File: config.mk
export PLATFORM = sky130hd
export DESIGN_NAME = mem_wb_stage
export DESIGN_NICKNAME = d
export VERILOG_FILES = /design/src/rtl/mem_wb_stage.sv
export SDC_FILE = /design/constraint.sdc
export NUM_CORES = 1
export LEC_CHECK = 0
export CAP_MARGIN = 25
export CORE_AREA = 4 4 107 109
export CTS_BUF_LIST = sky130_fd_sc_hd__clkbuf_8 sky130_fd_sc_hd__clkbuf_16
export DETAILED_ROUTE_END_ITERATION = 10
export DIE_AREA = 0 0 111 113
export PLACE_DENSITY = 0.76
export SLEW_MARGIN = 40
export SYNTH_ARGS = -nofsm -noshare
export SYNTH_HDL_FRONTEND = slang
export SYNTH_SLANG_ARGS = --single-unit
File: constraint.sdc
create_clock -name CLK -period 2.3 [get_ports CLK]
set_clock_uncertainty 0.15 [all_clocks]
set_input_delay 0.69 -clock CLK [delete_from_list [all_inputs] [get_ports CLK]]
set_output_delay 0.69 -clock CLK [all_outputs]
set_load 0.03 [all_outputs]
File: src/rtl/mem_wb_stage.sv
// MEM/WB pipeline register with load formatting and writeback select.
// Drives the register file write port, forwarding qualifier and retire count.
module mem_wb_stage #(
  parameter int XLEN  = 32,
  parameter int RET_W = 32
) (
  input  logic             CLK,
  input  logic             RESET,
  input  logic             STALL,
  input  logic             FLUSH,
  input  logic             VALID_IN,
  input  logic [4:0]       RD_IN,
  input  logic             REGWRITE_IN,
  input  logic [1:0]       WBSEL_IN,
  input  logic [2:0]       FUNCT3_IN,
  input  logic [XLEN-1:0]  ALU_RESULT_IN,
  input  logic [XLEN-1:0]  MEM_RDATA_IN,
  input  logic [XLEN-1:0]  PC4_IN,
  output logic [XLEN-1:0]  WB_DATA,
  output logic [4:0]       WB_ADDR,
  output logic             WB_WRITE,
  output logic             WB_VALID,
  output logic             FWD_VALID,
  output logic [RET_W-1:0] RET_COUNT
);

  logic [1:0]       off;
  logic [7:0]       byte_v;
  logic [15:0]      half_v;
  logic [XLEN-1:0]  load_v;
  logic [XLEN-1:0]  data_d, data_q;
  logic [4:0]       addr_q;
  logic             write_d, write_q;
  logic             valid_q;
  logic [RET_W-1:0] ret_q;

  assign off = ALU_RESULT_IN[1:0];

  always_comb begin
    byte_v = MEM_RDATA_IN[7:0];
    unique case (off)
      2'd0: byte_v = MEM_RDATA_IN[7:0];
      2'd1: byte_v = MEM_RDATA_IN[15:8];
      2'd2: byte_v = MEM_RDATA_IN[23:16];
      2'd3: byte_v = MEM_RDATA_IN[31:24];
    endcase
    half_v = off[1] ? MEM_RDATA_IN[31:16]
                    : MEM_RDATA_IN[15:0];
  end

  // Undefined funct3 codes fall back to a full word
  always_comb begin
    load_v = MEM_RDATA_IN;
    case (FUNCT3_IN)
      3'b000:  load_v = {{24{byte_v[7]}}, byte_v};
      3'b001:  load_v = {{16{half_v[15]}}, half_v};
      3'b100:  load_v = {24'd0, byte_v};
      3'b101:  load_v = {16'd0, half_v};
      default: load_v = MEM_RDATA_IN;
    endcase
  end

  always_comb begin
    data_d = ALU_RESULT_IN;
    unique case (1'b1)
      (WBSEL_IN == 2'b01): data_d = load_v;
      (WBSEL_IN == 2'b10): data_d = PC4_IN;
      default:             data_d = ALU_RESULT_IN;
    endcase
  end

  assign write_d = VALID_IN & REGWRITE_IN
                 & (RD_IN != 5'd0);

  always_ff @(posedge CLK) begin
    if (RESET) begin
      data_q  <= '0;
      addr_q  <= '0;
      write_q <= 1'b0;
      valid_q <= 1'b0;
      ret_q   <= '0;
    end else if (FLUSH) begin
      data_q  <= '0;
      addr_q  <= '0;
      write_q <= 1'b0;
      valid_q <= 1'b0;
    end else if (!STALL) begin
      data_q  <= data_d;
      addr_q  <= RD_IN;
      write_q <= write_d;
      valid_q <= VALID_IN;
      if (VALID_IN)
        ret_q <= ret_q + {{(RET_W-1){1'b0}}, 1'b1};
    end
  end

  assign WB_DATA   = data_q;
  assign WB_ADDR   = addr_q;
  assign WB_WRITE  = write_q;
  assign WB_VALID  = valid_q;
  assign FWD_VALID = write_q;
  assign RET_COUNT = ret_q;

endmodule

==> results by group <==
Yosys
  • Gate Count Post-Synth: 445
  • Post-synth design cell area: 3814 um2
  • Avg Cell Area, Syn: 8.570 um2
  • Yosys top cell by area: dfxtp_1
  • Post-synthesis adder-cell area fraction: 0.009843
  • Largest family of logic cells by synthesized area: compound AO/OA/AOI/OAI gates
  • Syn Nets: 560
  • Yosys warnings: 0
  • Post-synthesis mux area share: 0.08530
  • Post-Synth Simple-Gate Area: 0.1837
  • Compound-Gate Fraction of Synth Area: 0.2743
  • Post-synth cell types: 48
  • Post-synthesis sequential area ratio: 0.3727
  • Post-synth top area share: 0.3727
  • XOR/XNOR Fraction of Synth Area: 0.02067
  • Largest cells by area after synthesis: dfxtp_1 37%, a21oi_1 8.0%, o221ai_1 7.3%, mux2i_1 5.0%, a22oi_1 3.1%
  • Yosys reg bits: 71

Critical path
  • Worst setup path class: reg -> out
  • Cell Chain, Critical Path: clkdlybuf4s50_1
  • Critical path buffers and inverters: 1
  • Arr. time, crit path: 1.43 ns
  • Critical Path End Type: primary output
  • Max FO, Critical Path: 2
  • Max incr delay on CP: 0.69 ns
  • Required time of the worst setup path: 1.46 ns
  • CP startpoint kind: flip-flop
  • CP top delay family: buffers and inverters
  • Slowest-stage cell, CP: clkdlybuf4s50_1

Place
  • Dpl cells: 786
  • Final Wtd Congestion: 0.9315
  • Pre-CTS setup slack: -0.5433 ns
  • Dpl cell area: 6123 um2
  • Port Buffers: 183
  • HPWL after DPL: 11.73 mm

STA
  • Setup WS post-layout: 0.03312 ns
  • Worst slew margin: 0.7282
  • Finish-stage setup viols: 0
  • FMAX: 441.1 MHz
  • Final Hold Viols: 0
  • Unrepaired setup endpoints after global routing: false
  • Sum Neg Setup Slack: 0 ns
  • Final min period: 2.267 ns
  • Slew of the pin with the lowest slew margin: 0.4066 ns
  • Final period util: 0.9856
  • Max-slew violation count: 0
  • WHS: 0.3503 ns

Final layout
  • # diodes: 0
  • Layout Nets: 776
  • Share of cells above drive strength 1: 0.1547
  • Post-layout instance area: 6449 um2
  • Final Non-Filler Cells: 806
  • Area Growth Syn to Fin: 69.09%

Power and ir drop
  • Pwr Density: 499.8 nW/um2
  • Peak VDD IR: 0.3457 mV
  • Pleak: 0.002654 uW

Clock network
  • Clock transition at path regs: 0.08 ns
  • CTS Buffer Depth: 2
  • Worst skew pair latency: 0.34 ns
  • Num CTS Buffers: 9
  • Clock sink total: 71
  • CTS H-tree depth: 3
  • Clock Tree Root: clkbuf_8
  • CTS tree: yes

Drt
  • Antenna Violating Nets Remaining: 0
  • Pre-antenna DRT Iters: 5
  • Initial DRC Count: 295
  • Remaining routing DRC violations: 0
  • Routed WL: 14.93 mm
  • Via density: 5.648
  • DR WL/cell: 18.53 um
  • Vias: 4,552

GRT
  • Global route overflow: 0
  • Largest net degree at the start of global routing: 28
  • First-pass GRT wire length: 23.40 mm
  • Vias in the first global route: 4,777
  • GRT Overall Usage: 0.2296
  • Met2 Usage GRT: 0.4110
  • Met1 Resource Use GR: 0.2334
  • Met3 Usage GRT: 0.08663
  • Initial antenna violation count: 0
  • Top Usage Layer GRT: met2

Floorplan
  • Site row count: 38
  • Die Area: 12,540 um2
  • Initial core utilization: 0.3597
  • Die Y: 113 um
  • IO Count: 184
  • Die W: 111 um
  • Core area: 10,600 um2

Outcome
  • Status: completed

Job
  • Max Cap Viol: 0

Min path
  • HP Class: reg -> reg
## synth_stat cells, drive strengths merged
library cell,instances
o221a,1
mux2,10
dfxtp,71
mux4,1
buf,8
o22ai,2
o21ai,15
a21o,1
nand2b,6
ha,3
nand4bb,1
nor4,2
mux2i,19
or2,2
nor2,32
a221o,2
and3,2
clkinv,1
o221ai,32
o211ai,4
xnor2,3
nor2b,10
a211oi,2
and2,1
o2bb2ai,1
and4,7
inv,15
or3,7
nand2,18
a21oi,61
a32o,5
nor3,6
or4,10
a221oi,5
a31oi,1
or4b,1
nand4,7
clkbuf,27
xor2,6
a22oi,16
o31ai,8
nand3,12
nor3b,1
## cells in the final DEF, fill, tap and decap left out, types with 3 or more instances in the layout
| cell type | instances |
|---|---|
| nor3_1 | 6 |
| mux2_2 | 10 |
| nand2_1 | 18 |
| o211ai_1 | 4 |
| dfxtp_2 | 3 |
| bufinv_16 | 3 |
| or3_1 | 6 |
| nand4_1 | 7 |
| dlymetal6s2s_1 | 13 |
| dfxtp_1 | 68 |
| o21ai_0 | 15 |
| a221oi_1 | 5 |
| dlygate4sd2_1 | 20 |
| or4_1 | 9 |
| buf_4 | 52 |
| a22oi_1 | 16 |
| clkbuf_8 | 9 |
| clkdlybuf4s50_1 | 147 |
| inv_1 | 15 |
| buf_12 | 3 |
| o221ai_1 | 32 |
| nand2b_1 | 5 |
| nor2_1 | 31 |
| nand3_1 | 12 |
| xnor2_1 | 3 |
| o31ai_1 | 8 |
| mux2i_1 | 17 |
| and4_1 | 7 |
| a21oi_1 | 60 |
| nor2b_1 | 10 |
| xor2_1 | 6 |
| a32o_1 | 5 |
## stage by stage
step           total power (uW)    util
2_1_floorplan              1588       -
3_3_place_gp               1987  0.5775
3_5_place_dp               1998  0.5775
4_1_cts                    3237  0.6016
5_1_grt                    3343  0.6082
6_report                   3223  0.6082
## repair_timing
action,in CTS,in global routing
pin swaps,3,4
gates resized for setup,32,20
setup buffers,3,1
setup endpoints to repair,53,32
hold buffers,0,0
## cell families after synthesis
kind of cell               count (synthesis)
buffers and inverters                     51
adders and majority gates                  3
AOI/OAI and AO/OA                        156
DFF                                       71
xor gates and xnor gates                   9
muxes                                     30
and+or+nand+nor                          125
## state kept, by name (all words and copies together), names as in the netlist
name and count:
RET_COUNT 32, WB_DATA 32, WB_ADDR 5, FWD_VALID 1
WB_VALID 1
## cell type report
type,count,area (um2)
clock inverter,7,120.1
timing repair buffer,240,2313
clock buffer,9,123.9
sequential,71,1425
multi-input combinational,323,2231
fill,907,4154
inverter,16,60.06
tap,140,175.2
## power by group
| group | total [uW] | switching (uW) | internal [uW] |
|---|---|---|---|
| Clock | 1240 | 513 | 724 |
| Combinational | 704 | 331 | 373 |
| Sequential | 1280 | 21.9 | 1260 |
## worst paths after layout
check | slack (ns) | to | depth (start not counted) | startpoint
hold reg to reg | 0.35 | FWD_VALID | 2 | FWD_VALID
setup reg to reg | 0.13 | RET_COUNT[24] | 6 | RET_COUNT[0]
setup / recovery | 0.03 | WB_DATA[21] | 1 | WB_DATA[21]
hold / removal | 0.35 | FWD_VALID | 2 | FWD_VALID
## per-layer routing
layer	routed length, um	share of wire	vias to the layer above
met5	0	0	-
met1	5252	0.35	2144
met2	7666	0.51	234
met3	1498	0.10	37
li1	-	-	2137
met4	516	0.035	0
Note: power is estimated with default switching activity, not from simulation.
